--- config.mk ---
export PLATFORM = sky130hd
export DESIGN_NAME = multicycle_control
export DESIGN_NICKNAME = d
export VERILOG_FILES = /design/src/rtl/multicycle_control.sv
export SDC_FILE = /design/constraint.sdc
export NUM_CORES = 1
export LEC_CHECK = 0
export CAP_MARGIN = 10
export CORE_MARGIN = 4
export CORE_UTILIZATION = 41
export DETAILED_ROUTE_END_ITERATION = 6
export HOLD_SLACK_MARGIN = 0.12
export PLACE_DENSITY = 0.77
export SLEW_MARGIN = 10
export SYNTH_ARGS = -nofsm -noshare
export SYNTH_HDL_FRONTEND = slang
export SYNTH_SLANG_ARGS = --single-unit
--- constraint.sdc ---
create_clock -name clk -period 2.2 [get_ports clk]
set_clock_uncertainty 0.05 [all_clocks]
set_input_delay 0.44 -clock clk [delete_from_list [all_inputs] [get_ports clk]]
set_output_delay 0.44 -clock clk [all_outputs]
set_load 0.005 [all_outputs]
--- src/rtl/multicycle_control.sv ---
// Multicycle MIPS-style control unit: Moore FSM with registered state-decoded outputs.
// Define MULTICYCLE_BNE_EN to add the BRANCH_NE state (op 000101).
module multicycle_control #(
    parameter int OPW = 6
) (
    input  logic           clk,
    input  logic           rst_n,
    input  logic [OPW-1:0] op,
    input  logic [OPW-1:0] funct,
    input  logic           zero,
    input  logic           mem_ready,
    output logic           iord,
    output logic           mem_write,
    output logic           ir_write,
    output logic           reg_dst,
    output logic           mem_to_reg,
    output logic           reg_write,
    output logic           alu_src_a,
    output logic [1:0]     alu_src_b,
    output logic [2:0]     alu_control,
    output logic [1:0]     pc_src,
    output logic           pc_en,
    output logic [3:0]     state
);

    typedef enum logic [3:0] {
        FETCH     = 4'd0,
        DECODE    = 4'd1,
        MEMADR    = 4'd2,
        MEMRD     = 4'd3,
        MEMWB     = 4'd4,
        MEMWR     = 4'd5,
        EXEC      = 4'd6,
        ALUWB     = 4'd7,
        BRANCH    = 4'd8,
        ADDIEX    = 4'd9,
        ADDIWB    = 4'd10,
        JUMP      = 4'd11,
        BRANCH_NE = 4'd12
    } state_t;

    typedef struct packed {
        logic       iord;
        logic       mem_write;
        logic       reg_dst;
        logic       mem_to_reg;
        logic       reg_write;
        logic       alu_src_a;
        logic [1:0] alu_src_b;
        logic [2:0] alu_control;
        logic [1:0] pc_src;
    } ctrl_t;

    localparam logic [OPW-1:0] OP_LW   = OPW'(6'b100011);
    localparam logic [OPW-1:0] OP_SW   = OPW'(6'b101011);
    localparam logic [OPW-1:0] OP_RTYP = OPW'(6'b000000);
    localparam logic [OPW-1:0] OP_BEQ  = OPW'(6'b000100);
    localparam logic [OPW-1:0] OP_ADDI = OPW'(6'b001000);
    localparam logic [OPW-1:0] OP_J    = OPW'(6'b000010);
`ifdef MULTICYCLE_BNE_EN
    localparam logic [OPW-1:0] OP_BNE  = OPW'(6'b000101);
`endif

    state_t cur_state;
    state_t nxt_state;
    ctrl_t  ctrl;

    // Outputs that depend on state alone; everything not set stays 0 with an add ALU op.
    function automatic ctrl_t ctrl_of(input state_t s);
        ctrl_t c;
        c = '0;
        c.alu_control = 3'b010;
        case (s)
            FETCH:  c.alu_src_b = 2'b01;
            DECODE: c.alu_src_b = 2'b11;
            MEMADR: begin
                c.alu_src_a = 1'b1;
                c.alu_src_b = 2'b10;
            end
            MEMRD:  c.iord = 1'b1;
            MEMWB: begin
                c.mem_to_reg = 1'b1;
                c.reg_write  = 1'b1;
            end
            MEMWR: begin
                c.iord      = 1'b1;
                c.mem_write = 1'b1;
            end
            EXEC:   c.alu_src_a = 1'b1;
            ALUWB: begin
                c.reg_dst   = 1'b1;
                c.reg_write = 1'b1;
            end
            BRANCH: begin
                c.alu_src_a   = 1'b1;
                c.alu_control = 3'b110;
                c.pc_src      = 2'b01;
            end
`ifdef MULTICYCLE_BNE_EN
            BRANCH_NE: begin
                c.alu_src_a   = 1'b1;
                c.alu_control = 3'b110;
                c.pc_src      = 2'b01;
            end
`endif
            ADDIEX: begin
                c.alu_src_a = 1'b1;
                c.alu_src_b = 2'b10;
            end
            ADDIWB: c.reg_write = 1'b1;
            JUMP:   c.pc_src = 2'b10;
            default: ;
        endcase
        return c;
    endfunction

    function automatic logic [2:0] alu_of_funct(input logic [OPW-1:0] f);
        logic [2:0] a;
        case (f)
            OPW'(6'b100000): a = 3'b010;
            OPW'(6'b100010): a = 3'b110;
            OPW'(6'b100100): a = 3'b000;
            OPW'(6'b100101): a = 3'b001;
            OPW'(6'b101010): a = 3'b111;
            default:         a = 3'b010;
        endcase
        return a;
    endfunction

    always_comb begin
        nxt_state = FETCH;
        case (cur_state)
            FETCH:  nxt_state = mem_ready ? DECODE : FETCH;
            DECODE: begin
                if (op == OP_LW || op == OP_SW) nxt_state = MEMADR;
                else if (op == OP_RTYP)         nxt_state = EXEC;
                else if (op == OP_BEQ)          nxt_state = BRANCH;
                else if (op == OP_ADDI)         nxt_state = ADDIEX;
                else if (op == OP_J)            nxt_state = JUMP;
`ifdef MULTICYCLE_BNE_EN
                else if (op == OP_BNE)          nxt_state = BRANCH_NE;
`endif
                else                            nxt_state = FETCH;
            end
            MEMADR: nxt_state = (op == OP_LW) ? MEMRD : MEMWR;
            MEMRD:  nxt_state = mem_ready ? MEMWB : MEMRD;
            MEMWR:  nxt_state = mem_ready ? FETCH : MEMWR;
            EXEC:   nxt_state = ALUWB;
            ADDIEX: nxt_state = ADDIWB;
            default: nxt_state = FETCH;
        endcase
    end

    // The control word is registered together with the state so it tracks the new state exactly.
    always_ff @(posedge clk or negedge rst_n) begin
        if (!rst_n) begin
            cur_state <= FETCH;
            ctrl      <= ctrl_of(FETCH);
        end else begin
            cur_state <= nxt_state;
            ctrl      <= ctrl_of(nxt_state);
        end
    end

    // Enables that follow mem_ready/zero within the cycle; rst_n gates them while reset is held.
    always_comb begin
        pc_en = 1'b0;
        case (cur_state)
            FETCH:     pc_en = mem_ready;
            BRANCH:    pc_en = zero;
            JUMP:      pc_en = 1'b1;
`ifdef MULTICYCLE_BNE_EN
            BRANCH_NE: pc_en = ~zero;
`endif
            default:   pc_en = 1'b0;
        endcase
        pc_en = pc_en & rst_n;
    end

    assign ir_write    = rst_n & mem_ready & (cur_state == FETCH);
    assign iord        = ctrl.iord;
    assign mem_write   = ctrl.mem_write;
    assign reg_dst     = ctrl.reg_dst;
    assign mem_to_reg  = ctrl.mem_to_reg;
    assign reg_write   = ctrl.reg_write;
    assign alu_src_a   = ctrl.alu_src_a;
    assign alu_src_b   = ctrl.alu_src_b;
    assign alu_control = (cur_state == EXEC) ? alu_of_funct(funct) : ctrl.alu_control;
    assign pc_src      = ctrl.pc_src;
    assign state       = cur_state;

endmodule

==> impl_metrics.yaml, run 1 <==
synthesis:
  synth_top_area_frac: 0.3869
  synth-edff-count: 0
  synth_common_cells: "13 x dfrtp_1, 9 x nand2_1, 9 x nor2_1, 6 x nor2b_1, 6 x nor3b_1"
  syn_inst: 91
  ys_ff_latch: 14
  ys_top_cells_by_area: "dfrtp_1 39%, nor3b_1 5.4%, nor2b_1 4.5%, nand2_1 4.0%, nor2_1 4.0%"
  synth_most_common_cell: "dfrtp_1"
  synth_area_um2: 840.8
  yosysWarnings: 0
  synth-async-reset-ratio: 1.000
  synth_cell_types: 37
  ys_seq_area_frac: 0.4182
  yosysTopAreaCell: "dfrtp_1"
  synth_fp_nets: 107
  ys.flop_type: "dfrtp_1"
  syn_avg_cell_area_um2: 9.240
clock_network:
  cts.htree.levels: 1
  cts_root_buffer: "clkbuf_4"
  clock_path_buffers: 2
  clk_pin_slew_worst_paths_ns: 0.09
  cts_tree: "yes"
  numCtsBuffers: 3
  cts_hold_buf: 0
  clock_latency_ns: 0.28
  cts_num_sinks: 14
timing:
  slew_violations: 0
  fin_crit_sh: 0.9679
  timing.slew.headroom: 0.7343
  finalWorstSetupSlack_ns: 0.07071
  whs_ns: 0.5106
  hold_violations: 0
  rsz0062_at_grt: "true"
  worstMarginPinSlew_ns: 0.3966
  fmax_mhz: 469.6
  setup_viol: 0
  finalCriticalPeriod_ns: 2.129
  tns_ns: 0
critical_path:
  path_buf_inv: 2
  path_depth: 5
  cpPeakStageDelay_ns: 0.52
  critical_path.top_delay_family: "buffers and inverters"
  worstSetupPathType: "in2out"
  crit_chain: "clkdlybuf4s50_1 -> nor3b_1 -> a22oi_1 -> nor2b_2 -> clkbuf_2"
  required_ns: 1.71
  crit_slowest_cell: "clkdlybuf4s50_1"
  ff2ff_path_depth: 5
  cp-start-kind: "primary input"
  arrival_ns: 1.64
  path_max_fanout: 2
  end_kind: "output port"
power_and_ir_drop:
  cellPowerDensity_nw_per_um2: 558.8
  total_power_mw: 0.7901
  cellLeakagePower_nw: 0.6521
  peakVddDrop_v: 0.0004064
placement:
  port-buffer-count: 34
  dpl_cell_area_um2: 1339
  place_inst: 167
  place_ws_ns: -0.3150
  globalplace.congestion: 0.9164
  dp_hpwl_um: 1986
floorplan:
  core_area_um2: 1962
  fp.dieW_um: 53.29
  die_h_um: 53.29
  rows: 16
  die_area_um2: 2839
  num_io_pins: 35
  start_util: 0.4286
outcome:
  status: "finished clean"
cells_and_area:
  finalInstanceArea_um2: 1414
  drive_gt1_frac: 0.2671
  multi_input_area_um2: 491.7
  layoutNonFillerInstCount: 173
  largest_reg_flops: 4
  num_antenna_cells: 0
  final_nets: 163
  n_fill_cell: 164
  register_area_um2: 351.6
  area_growth_pct: 68.16
  final_util: 0.7207
drt:
  drc: 0
  num_vias: 924
  routed_wl_um: 2526
  first_iter_violations: 19
  viasPerCell: 5.341
  drtPass1Iterations: 4
  wl_per_cell_um: 14.60
  postRouteAntennaNets: 0
global_routing:
  grt_max_degree: 15
  grt_use_total: 0.1946
  grt_pass1_wl_um: 4029
  antenna_found_initial: 0
  overflow: 0
  grt_pass1_vias: 886
worst_hold_path:
  hold_class: "in2async"
flow_run:
  maxCapViolations: 0
==> layout make-up <==
class                           count  area share
Clock buffer                        4     0.02566
Inverter                            2    0.005310
Multi-Input combinational cell     70      0.3478
Sequential cell                    14      0.2487
Tap cell                           27     0.02389
Timing Repair Buffer               56      0.3487
==> power by group <==
group	switching (mW)	internal (mW)	leakage, nW
clock	0.0809	0.101	0.0210
sequential	0.0128	0.285	0.188
combinational	0.137	0.174	0.443
==> path summary, 6_finish.rpt <==
path,endpoint,slack (ns),from
setup / recovery,alu_control[0],0.07,funct[1]
hold / removal,mem_write,0.51,rst_n
setup reg to reg,alu_src_b[1],0.16,state[3]
hold reg to reg,mem_to_reg,0.69,state[1]
max in group asynchronous,alu_src_b[0],1.36,rst_n
min in group clk,mem_to_reg,0.69,state[1]
==> cells in the final DEF (no fill, tap or decap), types with 2 or more instances in the layout <==
cell type / count
inv_1: 2
dlygate4sd2_1: 5
nor2b_2: 2
a211o_1: 2
nor3b_1: 4
dfrtp_1: 13
nor2_1: 8
buf_4: 21
a31oi_1: 2
clkdlybuf4s50_1: 27
o21ai_0: 2
nand2b_1: 3
clkbuf_4: 3
nor2b_1: 4
clkbuf_2: 2
o21bai_1: 3
nand2_1: 9
and2_1: 2
a21oi_1: 2
nand3b_1: 2
nor3_1: 2
==> metal layers <==
| layer | vias up | GRT usage | wire length [um] |
|---|---|---|---|
| met5 | - | 0 | 0 |
| met4 | 0 | 0.08085 | 41 |
| met3 | 4 | 0.04225 | 207 |
| met2 | 37 | 0.3449 | 1283 |
| met1 | 438 | 0.2213 | 994 |
| li1 | 445 | - | - |
==> logic make-up (layout without fill, tap and decap cells) <==
| group | count (synthesis) | count (layout) | synth area share |
|---|---|---|---|
| AO/OA/AOI/OAI | 18 | 18 | 0.1503 |
| XOR/XNOR | 1 | 1 | 0.01042 |
| buffers and inverters | 7 | 62 | 0.04018 |
| flip-flops | 14 | 14 | 0.4182 |
| AND/OR/NAND/NOR | 51 | 51 | 0.3810 |
==> what timing repair did <==
action                     CTS  global route
setup endpoints to repair    6             3
gates resized for setup     15             6
pin swaps                    3             1
setup buffers                2             0
(Power assumes the default switching activity.)
==> run 2, diff against run 1 <==
--- a/config.mk
+++ b/config.mk
@@ -6,11 +6,12 @@
 export NUM_CORES = 1
 export LEC_CHECK = 0
 export CAP_MARGIN = 10
-export CORE_MARGIN = 4
 export CORE_UTILIZATION = 41
+export CTS_BUF_LIST = sky130_fd_sc_hd__clkbuf_4 sky130_fd_sc_hd__clkbuf_8 sky130_fd_sc_hd__clkbuf_16
 export DETAILED_ROUTE_END_ITERATION = 6
 export HOLD_SLACK_MARGIN = 0.12
 export PLACE_DENSITY = 0.77
+export SETUP_SLACK_MARGIN = 0.3
 export SLEW_MARGIN = 10
 export SYNTH_ARGS = -nofsm -noshare
 export SYNTH_HDL_FRONTEND = slang
==> run 2 against run 1 <==
  * Register-to-register slack is essentially flat
  * Total power grew 6.5%
  * Fmax grew 1.4%
  * Sequential share of layout area shrank 2.5 points
  * First-iteration DRC count grew 47%
  * Final cell count grew 5.8%
  * Critical path type is now reg2out
  * Critical endpoint is now alu_control[2]
  * Highest routed layer unchanged
==> impl_metrics.yaml, run 2 (synthesis gave the netlist of run 1 again) <==
power_and_ir_drop:
  pwr-share-seq: 0.363
  pwr-share-comb: 0.442
  p_int_mw: 0.5729
  cellPowerDensity_nw_per_um2: 533.2
  total_power_mw: 0.8413
  p_switching_mw: 0.2684
  clkPwrFrac: 0.195
  cellLeakagePower_nw: 0.7676
  swShare: 0.3191
  peakVddDrop_v: 0.0004639
drt:
  top_layer: "met4"
  postRouteAntennaNets: 0
  drc: 0
  drtPass1Iterations: 4
  num_vias: 973
  wl_per_cell_um: 16.43
  wl_met3_um: 109
  routed_wl_um: 3006
  viasPerCell: 5.317
  wl_met2_um: 1621
  wl_met1_um: 1245
  first_iter_violations: 28
critical_path:
  worstSetupPathType: "reg2out"
  required_ns: 1.71
  end_kind: "output port"
  cp-start-kind: "register"
  arrival_ns: 1.61
  path_max_fanout: 2
clock_network:
  clk_pin_slew_worst_paths_ns: 0.09
  cts_num_sinks: 14
  numCtsBuffers: 3
  clock_path_buffers: 2
  cts.htree.levels: 1
  cts_root_buffer: "clkbuf_4"
  cts_tree: "yes"
  clock_latency_ns: 0.28
cells_and_area:
  largest_reg_flops: 4
  multi_input_area_um2: 565.5
  area_growth_pct: 87.65
  register_area_um2: 352.8
  num_antenna_cells: 0
  final_nets: 173
  mostFrequentLayoutCell: "buf_4"
  final_cell_mix: "25 x buf_4, 20 x clkdlybuf4s50_1, 12 x dfrtp_1"
  drive_gt1_frac: 0.4038
  n_fill_cell: 122
global_routing:
  grt_pass1_vias: 867
  grt_pass1_wl_um: 3850
  grt_use_total: 0.2508
  grt_max_degree: 15
  overflow: 0
  antenna_found_initial: 0
floorplan:
  start_util: 0.4330
  fp.dieW_um: 47.29
  num_io_pins: 35
  rows: 16
  die_area_um2: 2236
  core_area_um2: 1942
  die_h_um: 47.29
timing:
  slew_violations: 0
  rsz0062_at_grt: "true"
  timing.slew.headroom: 0.7880
  hold_violations: 0
  worstMarginPinSlew_ns: 0.3181
  setup_viol: 0
  fmax_mhz: 476.2
  finalWorstSetupSlack_ns: 0.1000
  finalCriticalPeriod_ns: 2.100
  fin_crit_sh: 0.9545
placement:
  port-buffer-count: 34
  dp_hpwl_um: 1794
  place_ws_ns: -0.3572
  globalplace.congestion: 0.9424
flow_run:
  maxCapViolations: 0
worst_hold_path:
  hold_class: "in2async"
outcome:
  status: "finished clean"
-- run 2: cell count changes in the layout (fill, tap and decap cells not counted), moves of 3 or more --
cell	previous run	this run
buf_2	0	5
buf_4	21	25
buf_6	1	6
clkdlybuf4s50_1	27	20
dlymetal6s2s_1	0	3
nor3b_2	1	4
-- run 2: final timing paths --
kind                           from              to  slack (ns)  cells past startpoint
setup / recovery           state[0]  alu_control[2]        0.10                      6
hold reg to reg            state[0]      mem_to_reg        0.66                      3
setup reg to reg           state[3]    alu_src_b[1]        0.15                      5
min in group clk           state[0]      mem_to_reg        0.66                      3
hold / removal                rst_n       reg_write        0.51                      2
max in group asynchronous     rst_n    alu_src_b[0]        1.33                      2
-- run 2: critical path, cell delays in order (launching register included) --
cell      delay, ns
dfrtp_1        0.42
nor2b_4        0.14
nand3b_1       0.14
nor3b_2        0.24
buf_4          0.16
a22o_1         0.12
buf_2          0.11
-- run 2: final cells by class --
| type | count | share of cell area |
|---|---|---|
| multi-input cells | 70 | 0.3584 |
| clock buffers | 4 | 0.01903 |
| well taps | 27 | 0.02141 |
| inverters | 2 | 0.004758 |
| flip-flops and latches | 14 | 0.2236 |
| repair buffers | 66 | 0.3727 |
-- run 2: per-stage QoR --
stage	area [um2]	setup TNS [ns]	std cells	util	hold slack (ns)
after floorplan	840.8	0	91	-	0.09441
after global placement	1316	-1.157	164	0.6778	0.5501
after global routing	1578	0	183	0.8125	0.5258
after detailed placement	1316	-1.632	164	0.6778	0.5688
final	1578	0	183	0.8125	0.5095
after CTS	1453	0	177	0.7481	0.5060
-- run 2: power groups by stage --
| stage | clock (mW) | combinational (mW) | sequential, mW |
|---|---|---|---|
| floorplan | 0 | 0.120 | 0.307 |
| global placement | 0 | 0.277 | 0.302 |
| detailed placement | 0 | 0.285 | 0.304 |
| CTS | 0.163 | 0.326 | 0.301 |
| global route | 0.180 | 0.393 | 0.306 |
| finish | 0.164 | 0.372 | 0.305 |
-- run 2: what timing repair did --
action,4_1_cts,5_1_grt
buffers inserted,9,5
setup endpoints to repair,12,14
hold endpoints to repair,0,0
hold buffers,0,0
resized for setup,42,20
pin swaps,8,8
cloned,0,1
-- run 2: metal layers --
layer  vias up  GRT usage
met3         4    0.05769
met4         0    0.09714
met5         -          0
li1        461          -
met2        33     0.4055
met1       475     0.3231
